File: src/rtl/bus_arb_pkg.sv
// Shared types and the round-robin winner function for the host bus arbiter.
package bus_arb_pkg;

    localparam int unsigned MaxHosts = 8;
    localparam int unsigned HostIdW  = 3;

    typedef logic [HostIdW-1:0] host_id_t;

    // First requesting host scanning upward from last+1, wrapping modulo nr_hosts.
    // With no request the previous winner is returned; callers qualify with the request.
    function automatic host_id_t rr_next(input logic [MaxHosts-1:0] req,
                                         input host_id_t            last,
                                         input int unsigned         nr_hosts);
        host_id_t    win;
        logic        found;
        int unsigned idx;
        win   = last;
        found = 1'b0;
        for (int unsigned k = 1; k <= MaxHosts; k++) begin
            idx = (32'(last) + k) % nr_hosts;
            if (!found && (k <= nr_hosts) && req[host_id_t'(idx)]) begin
                win   = host_id_t'(idx);
                found = 1'b1;
            end
        end
        return win;
    endfunction

endpackage

File: src/rtl/bus_arb_id_fifo.sv
// Synchronous FIFO of host IDs for transactions granted but not yet answered.
module bus_arb_id_fifo
    import bus_arb_pkg::*;
#(
    parameter  int unsigned Depth = 2,
    localparam int unsigned CntW  = $clog2(Depth + 1)
) (
    input  logic            clk_i,
    input  logic            rst_i,
    input  logic            push_i,
    input  host_id_t        din_i,
    input  logic            pop_i,
    output host_id_t        dout_o,
    output logic            full_o,
    output logic            empty_o,
    output logic [CntW-1:0] count_o
);

    localparam int unsigned PtrW    = (Depth > 1) ? $clog2(Depth) : 1;
    localparam int unsigned Entries = 2 ** PtrW;

    host_id_t        mem [Entries];
    logic [PtrW-1:0] wr_ptr_q;
    logic [PtrW-1:0] rd_ptr_q;
    logic [CntW-1:0] count_q;
    logic            push_ok;
    logic            pop_ok;

    assign full_o  = (count_q == CntW'(Depth));
    assign empty_o = (count_q == '0);
    assign count_o = count_q;
    assign dout_o  = mem[rd_ptr_q];
    assign push_ok = push_i & ~full_o;
    assign pop_ok  = pop_i & ~empty_o;

    // Storage array; contents are don't-care until written.
    always_ff @(posedge clk_i) begin
        if (push_ok) begin
            mem[wr_ptr_q] <= din_i;
        end
    end

    // Pointers and occupancy; simultaneous push and pop leave the count unchanged.
    always_ff @(posedge clk_i or posedge rst_i) begin
        if (rst_i) begin
            wr_ptr_q <= '0;
            rd_ptr_q <= '0;
            count_q  <= '0;
        end else begin
            if (push_ok) begin
                wr_ptr_q <= wr_ptr_q + PtrW'(1);
            end
            if (pop_ok) begin
                rd_ptr_q <= rd_ptr_q + PtrW'(1);
            end
            if (push_ok && !pop_ok) begin
                count_q <= count_q + CntW'(1);
            end else if (pop_ok && !push_ok) begin
                count_q <= count_q - CntW'(1);
            end
        end
    end

endmodule

File: src/rtl/bus_host_arbiter.sv
// Round-robin arbiter sharing the device bus between hosts, routing in-order
// responses back by host ID. Optional per-host counters under BUS_ARB_PERF_EN.
module bus_host_arbiter
    import bus_arb_pkg::*;
#(
    parameter int unsigned NrHosts        = 2,
    parameter int unsigned DataWidth      = 32,
    parameter int unsigned AddressWidth   = 32,
    parameter int unsigned MaxOutstanding = 2
) (
    input  logic                                   clk_i,
    input  logic                                   rst_i,
    input  logic [NrHosts-1:0]                     host_req_i,
    output logic [NrHosts-1:0]                     host_gnt_o,
    input  logic [NrHosts-1:0][AddressWidth-1:0]   host_addr_i,
    input  logic [NrHosts-1:0]                     host_we_i,
    input  logic [NrHosts-1:0][DataWidth/8-1:0]    host_be_i,
    input  logic [NrHosts-1:0][DataWidth-1:0]      host_wdata_i,
    output logic [NrHosts-1:0]                     host_rvalid_o,
    output logic [DataWidth-1:0]                   host_rdata_o,
    output logic [NrHosts-1:0]                     host_err_o,
    output logic                                   dev_req_o,
    input  logic                                   dev_gnt_i,
    output logic [AddressWidth-1:0]                dev_addr_o,
    output logic                                   dev_we_o,
    output logic [DataWidth/8-1:0]                 dev_be_o,
    output logic [DataWidth-1:0]                   dev_wdata_o,
    input  logic                                   dev_rvalid_i,
    input  logic [DataWidth-1:0]                   dev_rdata_i,
    input  logic                                   dev_err_i,
`ifdef BUS_ARB_PERF_EN
    output logic [NrHosts-1:0][31:0]               perf_grant_o,
    output logic [NrHosts-1:0][31:0]               perf_wait_o,
`endif
    output logic                                   proto_err_o
);

    localparam int unsigned IdW  = $clog2(NrHosts);
    localparam int unsigned CntW = $clog2(MaxOutstanding + 1);

    host_id_t        last_q;
    host_id_t        winner;
    host_id_t        fifo_head;
    logic [IdW-1:0]  win_idx;
    logic [IdW-1:0]  head_idx;
    logic            any_req;
    logic            grant;
    logic            pop;
    logic            fifo_full;
    logic            fifo_empty;
    logic [CntW-1:0] fifo_count;

    // Winner for this cycle from the round-robin pointer.
    always_comb begin
        winner = rr_next(MaxHosts'(host_req_i), last_q, NrHosts);
    end

    assign win_idx  = IdW'(winner);
    assign head_idx = IdW'(fifo_head);
    assign any_req  = |host_req_i;

    // A full ID FIFO blocks new requests even if a response pops this cycle.
    assign dev_req_o    = any_req & ~fifo_full & ~rst_i;
    assign grant        = dev_req_o & dev_gnt_i;
    assign pop          = dev_rvalid_i & ~fifo_empty;

    assign dev_addr_o   = host_addr_i[win_idx];
    assign dev_we_o     = host_we_i[win_idx];
    assign dev_be_o     = host_be_i[win_idx];
    assign dev_wdata_o  = host_wdata_i[win_idx];
    assign host_rdata_o = dev_rdata_i;

    // Steer grant to the winner and the response to the oldest outstanding host.
    always_comb begin
        host_gnt_o    = '0;
        host_rvalid_o = '0;
        host_err_o    = '0;
        for (int unsigned h = 0; h < NrHosts; h++) begin
            host_gnt_o[h]    = grant && (win_idx == IdW'(h));
            host_rvalid_o[h] = pop && (head_idx == IdW'(h));
            host_err_o[h]    = pop && dev_err_i && (head_idx == IdW'(h));
        end
    end

    bus_arb_id_fifo #(
        .Depth (MaxOutstanding)
    ) u_id_fifo (
        .clk_i   (clk_i),
        .rst_i   (rst_i),
        .push_i  (grant),
        .din_i   (winner),
        .pop_i   (pop),
        .dout_o  (fifo_head),
        .full_o  (fifo_full),
        .empty_o (fifo_empty),
        .count_o (fifo_count)
    );

    // Occupancy never exceeds the configured depth.
    count_in_range: assert property (@(posedge clk_i) disable iff (rst_i)
                                     fifo_count <= CntW'(MaxOutstanding));

    // Round-robin pointer and sticky spurious-response flag.
    always_ff @(posedge clk_i or posedge rst_i) begin
        if (rst_i) begin
            last_q      <= host_id_t'(NrHosts - 1);
            proto_err_o <= 1'b0;
        end else begin
            if (grant) begin
                last_q <= winner;
            end
            if (dev_rvalid_i && fifo_empty) begin
                proto_err_o <= 1'b1;
            end
        end
    end

`ifdef BUS_ARB_PERF_EN
    // Per-host grant and wait counters, wrapping at 2^32.
    always_ff @(posedge clk_i or posedge rst_i) begin
        if (rst_i) begin
            perf_grant_o <= '0;
            perf_wait_o  <= '0;
        end else begin
            for (int unsigned h = 0; h < NrHosts; h++) begin
                if (host_gnt_o[h]) begin
                    perf_grant_o[h] <= perf_grant_o[h] + 32'd1;
                end
                if (host_req_i[h] && !host_gnt_o[h]) begin
                    perf_wait_o[h] <= perf_wait_o[h] + 32'd1;
                end
            end
        end
    end
`endif

endmodule
File: config.mk
export PLATFORM = sky130hd
export DESIGN_NAME = bus_host_arbiter
export DESIGN_NICKNAME = d
export VERILOG_FILES = /design/src/rtl/bus_arb_pkg.sv /design/src/rtl/bus_arb_id_fifo.sv /design/src/rtl/bus_host_arbiter.sv
export SDC_FILE = /design/constraint.sdc
export NUM_CORES = 1
export LEC_CHECK = 0
export BUFFER_PORTS_ARGS = -buffer_cell sky130_fd_sc_hd__buf_2
export CAP_MARGIN = 15
export CORE_AREA = 10 10 104 106
export DETAILED_ROUTE_END_ITERATION = 16
export DIE_AREA = 0 0 114 116
export PLACE_DENSITY = 0.55
export SKIP_LAST_GASP = 1
export SLEW_MARGIN = 5
export SYNTH_ARGS = -nofsm -noshare
export SYNTH_HDL_FRONTEND = slang
export SYNTH_SLANG_ARGS = --single-unit
File: constraint.sdc
create_clock -name clk_i -period 3.1 [get_ports clk_i]
set_input_delay 0.31 -clock clk_i [delete_from_list [all_inputs] [get_ports clk_i]]
set_output_delay 0.31 -clock clk_i [all_outputs]
set_load 0.02 [all_outputs]
==> results of run 1 <==
## cell families (layout without fill, tap and decap cells)
kind of cell	Yosys count	count (layout)	share of synthesized area, %
compound gates	3	3	1.35
mux	71	71	54.2
xor+xnor	5	5	2.96
buf+inv	44	230	20.4
flops	8	8	14.3
fa+ha+maj	1	1	0.846
simple gates	15	15	5.92
## layout make-up
cell class                 instances  share of cell area [%]
inverter                           3                   0.452
sequential                         8                    8.49
tap                              108                    5.42
multi-input combinational         95                    38.8
timing repair buffer             223                    45.0
clock buffer                       4                    1.81
## metrics by stage
| step | utilization, % | hold slack, ps |
|---|---|---|
| 2_1_floorplan | - | 100 |
| 4_1_cts | 28.7 | 17.7 |
| 6_report | 28.7 | 4.70 |
| 5_1_grt | 28.7 | 42.2 |
| 3_5_place_dp | 28.2 | 267 |
| 3_3_place_gp | 28.2 | 264 |
## final timing paths
kind	start	slack, ps	cells past startpoint	to
setup / recovery	last_q[0]$_DFFE_PP1N_	930	4	dev_wdata_o[19]
hold / removal	rst_i	5	2	u_id_fifo.rd_ptr_q$_DFFE_PP0P_
setup reg to reg	u_id_fifo.count_o[1]$_DFFE_PP0P_	1260	7	u_id_fifo.count_o[1]$_DFFE_PP0P_
hold reg to reg	proto_err_o$_DFFE_PP0P_	460	1	proto_err_o$_DFFE_PP0P_
max in group asynchronous	rst_i	2840	2	last_q[0]$_DFFE_PP1N_
min in group clk_i	dev_rvalid_i	310	2	proto_err_o$_DFFE_PP0P_
## power by group
part / total (mW) / switching [mW] / internal (mW) / leakage, nW
sequential: 0.192 / 0.0358 / 0.156 / 0.0841
clock: 0.134 / 0.0450 / 0.0894 / 0.0228
combinational: 1.31 / 0.717 / 0.588 / 1.26
## cells in the final DEF (no fill, tap or decap)
master	instances
buf_4	2
inv_1	3
o21ai_1	1
dfrtp_1	5
or4b_4	1
mux2_1	7
mux2_4	1
a21o_1	1
xnor2_1	3
nor3b_1	1
nor2_1	8
clkbuf_8	3
and3_1	1
xor2_1	2
a21o_2	1
edfxtp_1	2
buf_2	221
nor3_1	1
clkbuf_1	1
mux2_2	62
mux2i_1	1
nor2b_2	1
and4b_1	1
dfstp_2	1
nor2b_1	1
ha_1	1
## per-layer routing
layer  track usage [%]  share of wire [%]
met5                 0                  0
met4              1.84               0.50
met3              6.20                 13
met2              18.5                 51
met1              11.2                 35
## critical path: cells and delay by family (launching register included)
kind,cells,cell delay (ps)
compound gates,1,130
buf+inv,2,540
flops,1,530
mux,1,410
## sequential cells by signal, summed over array words and instances (netlist names)
| signal | flops |
|---|---|
| last_q | 1 |
| proto_err_o | 1 |
| u_id_fifo.count_o | 2 |
| u_id_fifo.mem | 2 |
| u_id_fifo.rd_ptr_q | 1 |
| u_id_fifo.wr_ptr_q | 1 |
## cells in the mapped netlist
cell      number  area (sq um)
dfrtp_1        5           125
mux2_4         1          15.0
xor2_1         2          17.5
and4b_1        1          10.0
nor2b_1        1          6.26
buf_2          7          35.0
buf_4         32           240
and3_1         1          6.26
nor3_1         1          5.00
dfstp_2        1          26.3
buf_6          1          11.3
mux2_2        62           698
mux2_1         7          78.8
edfxtp_1       2          60.1
inv_1          3          11.3
or4b_4         1          13.8
mux2i_1        1          10.0
nor2b_2        1          8.76
clkbuf_1       1          3.75
xnor2_1        3          26.3
a21o_1         2          15.0
o21ai_1        1          5.00
nor3b_1        1          7.51
ha_1           1          12.5
nor2_1         8          30.0
==> metrics.cfg, run 1 <==
[run]
drv_cap=0

[critical_path]
slowest_stage=dfstp_2
cp.required_ps=2790
crit_path_cell_trace=a21o_2 -> buf_4 -> mux2_2 -> buf_2
crit_path_max_fanout=35
arrival_ps=1860
critPathCaptureType=output pin
critPathLaunchType=flop
cpPeakStageDelay_ps=530
crit_type=flop to output pin

[cts]
cts_sinks=8
clock_path_buffers=2
ctsHoldBuffers=0
numCtsBuffers=3
clock_latency_ps=230
clock-root-buffer=clkbuf_8
cts.clk_slew.worst_paths_ps=40
cts-resized-gates=0
cts_tree=done
post-cts-setup-buffers=0
htreeDepth=1

[timing]
setup_viol_count_final=0
worst_slew_pin_slew_ps=440
slew_viol_final=0
maxSlewHeadroom_pct=70.6
finalCriticalPeriod_ps=2170
rsz0062_at_grt=false
hold_violations=0
finClkSkew_ps=2.79
fmax_ghz=0.460
min_period_over_period_pct=70.1
tns_ps=0
setup_ws_ps=928

[drt]
first_pass_iters=4
drcViolationCount=0
drtIter0Drc=40
routed_wl_microns=7880
ant_nets=0
num_vias=1754
wl_per_cell_microns=17.9
via_per_inst=3.98

[layout]
multi_input_area_sq_um=967
final_area_sq_um=2490
area_delta_synth_final_pct=68.4
n_antenna_cell=0
stdcell_count=441
n_fill_cell=973
drive_gt1_share_pct=88.0
seqCellArea_sq_um=211
final_nets=512

[power]
vdd_ir_drop_max_mv=0.235
finalPower_mw=1.63
p_leak_nw=1.37
power_density_nw_per_um2=655

[global_routing]
overflow=0
track_usage_pct=10.7
grt_max_degree=37
grt_pass1_wl_microns=11500
grt_pass1_vias=2046
antenna_found_initial=0

[die]
num_io_pins=286
die_w_microns=114
core-area_sq_um=8680
rows=34
start_util_pct=17.0
dieHeight_microns=116
dieArea_sq_um=13200

[logic_synthesis]
netlist-cell-type-count=25
synth_area_sq_um=1480
synth.avg_cell_area_sq_um=10.1
synth-seq-cells=8
synth_cells=147
yosysWarnings=0
synth-seq-area-share_pct=14.3
synth_nets=325

[placed_design]
dp.cells=437
dp_slack_ps=1170
gp_congestion=0.808
io_buffer_count=221
place_area_sq_um=2450
hpwl_microns=7210

[min_path]
min_path_type=input pin to async pin

[run_status]
status=finished clean

No activity file was read; power rests on OpenSTA's default activity.
==> inputs of run 2 (changes only) <==
- CORE_AREA: 10 10 104 106 -> 10 10 102 104
- DIE_AREA: 0 0 114 116 -> 0 0 112 114
- PLACE_DENSITY: 0.55 -> 0.57
- clock period: 3.1 -> 2.1 ns (I/O delays scaled with it)
==> metrics.cfg, run 2 (synthesis gave the netlist of run 1 again) <==
[die]
dieArea_sq_um=12800  ; -3.4%
dieHeight_microns=114  ; -1.7%
num_io_pins=286  ; unchanged
start_util_pct=17.5  ; +0.43 points
core-area_sq_um=8470  ; -2.5%
rows=34  ; unchanged
die_w_microns=112  ; -1.8%

[global_routing]
overflow=0  ; unchanged
track_usage_pct=10.8  ; +0.079 points
grt_max_degree=45  ; +22%
grt_pass1_wl_microns=11400  ; -1.1%
antenna_found_initial=0  ; unchanged
grt_pass1_vias=2025  ; -1.0%

[timing]
finalCriticalPeriod_ps=2000
slew_viol_final=0  ; unchanged
rsz0062_at_grt=false
fmax_ghz=0.499
setup_viol_count_final=0  ; unchanged
worst_slew_pin_slew_ps=415  ; -25.2 ps
tns_ps=0  ; unchanged
maxSlewHeadroom_pct=72.1  ; +1.5 points
finClkSkew_ps=3.71  ; +0.926 ps
min_period_over_period_pct=95.4
hold_violations=0  ; unchanged

[cts]
cts_sinks=8  ; unchanged
post-cts-setup-buffers=0  ; unchanged
cts_tree=done
cts-resized-gates=0  ; unchanged
clock_path_buffers=2  ; unchanged
cts.clk_slew.worst_paths_ps=40  ; about the same
clock_latency_ps=230  ; about the same
clock-root-buffer=clkbuf_8
htreeDepth=1  ; unchanged
numCtsBuffers=3  ; unchanged

[critical_path]
r2r-end=u_id_fifo.count_o[1]$_DFFE_PP0P_
cp.required_ps=1890  ; -900 ps
ff2ff_setup_slack_ps=250  ; -1010 ps
endpoint=dev_addr_o[30]
crit_path_max_fanout=27  ; -23%
crit_type=flop to output pin
setup.worst_path.start=last_q[0]$_DFFE_PP1N_
r2r_cells=7  ; unchanged
arrival_ps=1790  ; -70 ps
critPathLaunchType=flop
r2r_start=u_id_fifo.count_o[1]$_DFFE_PP0P_
critPathCaptureType=output pin

[layout]
n_antenna_cell=0  ; unchanged
multi_input_area_sq_um=967  ; unchanged
mostFrequentLayoutCell=buf_2
drive_gt1_share_pct=87.7  ; -0.26 points
stdcell_count=442  ; +0.23%
final_nets=513  ; +0.20%
layout_common_cells=221 x buf_2, 62 x mux2_2, 8 x nor2_1, 7 x mux2_1, 5 x dfrtp_1
seqCellArea_sq_um=211  ; unchanged
n_fill_cell=880  ; -9.6%
area_delta_synth_final_pct=70.0

[drt]
wl_per_cell_microns=17.7  ; -0.78%
via_per_inst=3.98  ; about the same
drtIter0Drc=33  ; -18%
ant_nets=0  ; unchanged
first_pass_iters=4  ; unchanged
drcViolationCount=0  ; unchanged
num_vias=1757  ; +0.17%
routed_wl_microns=7830  ; -0.56%

[placed_design]
gp_congestion=0.750  ; -7.2%
io_buffer_count=221  ; unchanged
hpwl_microns=7170  ; -0.42%
dp.cells=437  ; unchanged

[run_status]
status=finished clean

[min_path]
hold-path-cell-count=2
min_path_type=input pin to flop
hp-start=dev_rvalid_i

[power]
p_leak_nw=1.38  ; +0.62%
vdd_ir_drop_max_mv=0.451  ; +92%
power_density_nw_per_um2=975  ; +49%

[run]
drv_cap=0  ; unchanged

run 2: per-layer routing:
layer | track usage [%] | part of all wire, %
met3 | 7.51 | 15
met1 | 10.4 | 33
met5 | 0 | 0
met2 | 19.2 | 52
met4 | 1.02 | 0.49
run 2: area by class of cell:
cell class	count	area share [%]
timing repair buffer	224	45.5
multi-input combinational	95	38.5
sequential	8	8.41
tap	108	5.38
clock buffer	4	1.79
inverter	3	0.448
run 2: what timing repair did:
item	CTS	global route
hold endpoints to repair	5	0
endpoints found under the setup margin	0	0
hold buffers	1	0
run 2: power breakdown:
part	total (mW)	internal (mW)	leakage, nW	switching, mW
registers	0.286	0.230	0.0841	0.0561
logic	1.97	0.892	1.27	1.08
clock network	0.194	0.132	0.0228	0.0627
run 2: worst max-delay path: stages, from the launching register on:
cell and delay, ps:
dfstp_2 530, a21o_2 150, buf_4 320, mux2_2 380, buf_2 160
run 2: metrics by stage:
step / utilization [%] / setup WS (ps) / cell area (sq um) / hold slack, ps / power, mW
finish: 29.7 / 97.2 / 2510 / 214 / 2.45
global route: 29.7 / 15.7 / 2510 / 226 / 2.62
CTS: 29.7 / 76.6 / 2510 / 214 / 2.50
detailed placement: 29.0 / 253 / 2460 / 162 / 2.28
global placement: 29.0 / 290 / 2460 / 167 / 2.27
floorplan: - / 282 / 1480 / 0.233 / 1.74
run 2: how the worst min path moves through the flow:
stage / end / slack, ps
after floorplan: proto_err_o$_DFFE_PP0P_ / 0.2
after global placement: u_id_fifo.rd_ptr_q$_DFFE_PP0P_ / 170
after detailed placement: u_id_fifo.rd_ptr_q$_DFFE_PP0P_ / 160
after CTS: proto_err_o$_DFFE_PP0P_ / 210
after global routing: proto_err_o$_DFFE_PP0P_ / 230
final: proto_err_o$_DFFE_PP0P_ / 210
==> inputs of run 3 (changes only) <==
--- a/config.mk
+++ b/config.mk
@@ -10,2 +10,3 @@
 export CORE_AREA = 10 10 102 104
+export CTS_BUF_LIST = sky130_fd_sc_hd__clkbuf_8
 export DETAILED_ROUTE_END_ITERATION = 16
--- a/constraint.sdc
+++ b/constraint.sdc
@@ -3,2 +3,2 @@
 set_output_delay 0.21 -clock clk_i [all_outputs]
-set_load 0.02 [all_outputs]
+set_load 0.1 [all_outputs]
==> metrics.cfg, run 3 (synthesis gave the netlist of run 1 again) <==
[timing]
worst_slew_pin_slew_ps=495  ; +79.7 ps
min_period_over_period_pct=95.9  ; +0.53 points
setup_viol_count_final=0  ; unchanged
fmax_ghz=0.497  ; -0.55%
hold_violations=0  ; unchanged
maxSlewHeadroom_pct=67.2  ; -4.9 points
slew_viol_final=0  ; unchanged
finClkSkew_ps=2.44  ; -1.27 ps
rsz0062_at_grt=false
holdWs_ps=217  ; +3.20 ps
finalCriticalPeriod_ps=2010  ; +11.2 ps

[layout]
final_util_pct=42.6  ; +13 points
n_fill_cell=830  ; -5.7%
n_antenna_cell=0  ; unchanged
area_delta_synth_final_pct=144
multi_input_area_sq_um=980  ; +1.3%
final_area_sq_um=3600  ; +43%
mostFrequentLayoutCell=buf_2
seqCellArea_sq_um=211  ; unchanged
drive_gt1_share_pct=88.6  ; +0.90 points
layout_common_cells=150 x buf_2, 73 x buf_12, 62 x mux2_2, 8 x nor2_1, 7 x mux2_1
final_nets=513  ; unchanged

[cts]
post-cts-setup-buffers=0  ; unchanged
clock_path_buffers=2  ; unchanged
clock-root-buffer=clkbuf_8
numCtsBuffers=3  ; unchanged
cts.clk_slew.worst_paths_ps=40  ; about the same
cts_tree=done
cts-resized-gates=0  ; unchanged
clock_latency_ps=230  ; about the same
ctsHoldBuffers=1  ; unchanged
htreeDepth=1  ; unchanged
cts_sinks=8  ; unchanged

[critical_path]
cp.required_ps=1890  ; about the same
critPathLaunchType=flop
arrival_ps=1800  ; about the same
critPathCaptureType=output pin
crit_path_max_fanout=6  ; -78%
crit_type=flop to output pin

[drt]
num_vias=1802  ; +2.6%
first_pass_iters=3  ; -1
ant_nets=0  ; unchanged
routed_wl_microns=8660  ; +11%
wl_per_cell_microns=19.6  ; +11%
via_per_inst=4.08  ; +2.6%
drtIter0Drc=27  ; -18%
drcViolationCount=0  ; unchanged

[power]
finalPower_mw=6.18  ; +150%
vdd_ir_drop_max_mv=0.844  ; +87%
power_density_nw_per_um2=1710  ; +76%
p_leak_nw=1.77  ; +29%

[global_routing]
grt_pass1_vias=2198  ; +8.5%
grt_max_degree=38  ; -16%
overflow=0  ; unchanged
grt_pass1_wl_microns=13000  ; +14%
track_usage_pct=12.6  ; +1.9 points
antenna_found_initial=0  ; unchanged

[run]
drv_cap=0  ; unchanged

[run_status]
status=finished clean

[placed_design]
io_buffer_count=221  ; unchanged
gp_congestion=0.735  ; -2.1%
place_area_sq_um=3550  ; +44%
hpwl_microns=8080  ; +13%

[die]
die_w_microns=112  ; unchanged
start_util_pct=17.5  ; unchanged
num_io_pins=286  ; unchanged
dieArea_sq_um=12800  ; unchanged
dieHeight_microns=114  ; unchanged
rows=34  ; unchanged
core-area_sq_um=8470  ; unchanged

[min_path]
min_path_type=input pin to flop

==> run 3: changes by cell type in the layout (fill, tap and decap cells not counted) <==
cell,previous run,this run
buf_12,1,73
buf_2,221,150
buf_4,1,0
clkbuf_1,1,0
inv_1,3,4
nor2b_1,1,0
nor2b_2,1,2
nor3_1,1,0
nor3_2,0,1
nor3b_1,1,0
nor3b_2,0,1
==> run 3: final cells by class <==
type | instances | area share, %
Timing Repair Buffer | 224 | 61.6
Clock buffer | 3 | 1.15
Tap cell | 108 | 3.75
Inverter | 3 | 0.312
Multi-Input combinational cell | 95 | 27.2
Sequential cell | 8 | 5.87
Clock inverter | 1 | 0.104
==> run 3: critical path: stages, from the launching register on <==
cell	delay, ps
dfrtp_1	400
nor2b_2	180
or4b_4	570
nor2_1	220
buf_12	210
==> run 3: power breakdown <==
group / total, mW / switching (mW) / leakage (nW) / internal (mW)
combinational: 5.70 / 3.66 / 1.66 / 2.04
clock: 0.189 / 0.0622 / 0.0269 / 0.127
sequential: 0.284 / 0.0536 / 0.0841 / 0.230
total: 6.18 / 3.78 / 1.77 / 2.40
==> run 3: worst paths after layout <==
kind / from / to / slack (ps) / cells after the start
max in group asynchronous: rst_i / last_q[0]$_DFFE_PP1N_ / 1360 / 3
hold reg to reg: proto_err_o$_DFFE_PP0P_ / proto_err_o$_DFFE_PP0P_ / 450 / 1
setup / recovery: u_id_fifo.count_o[1]$_DFFE_PP0P_ / host_gnt_o[0] / 90 / 4
min in group asynchronous: rst_i / proto_err_o$_DFFE_PP0P_ / 490 / 3
setup reg to reg: u_id_fifo.count_o[1]$_DFFE_PP0P_ / u_id_fifo.count_o[1]$_DFFE_PP0P_ / 250 / 6
hold / removal: dev_rvalid_i / proto_err_o$_DFFE_PP0P_ / 220 / 2
==> run 3: per-stage QoR <==
step	TNS, ps	worst slack, ps	instances
floorplan	-1420	-574	147
global placement	0	214	437
detailed placement	0	246	437
CTS	0	73.8	442
global route	0	25.8	442
finish	0	86.1	442
==> run 3: per-layer routing <==
layer | share of wire [%] | GRT usage [%]
met1 | 29 | 11.1
met5 | 0 | 0
met2 | 54 | 23.3
met4 | 1.4 | 2.37
met3 | 15 | 8.77
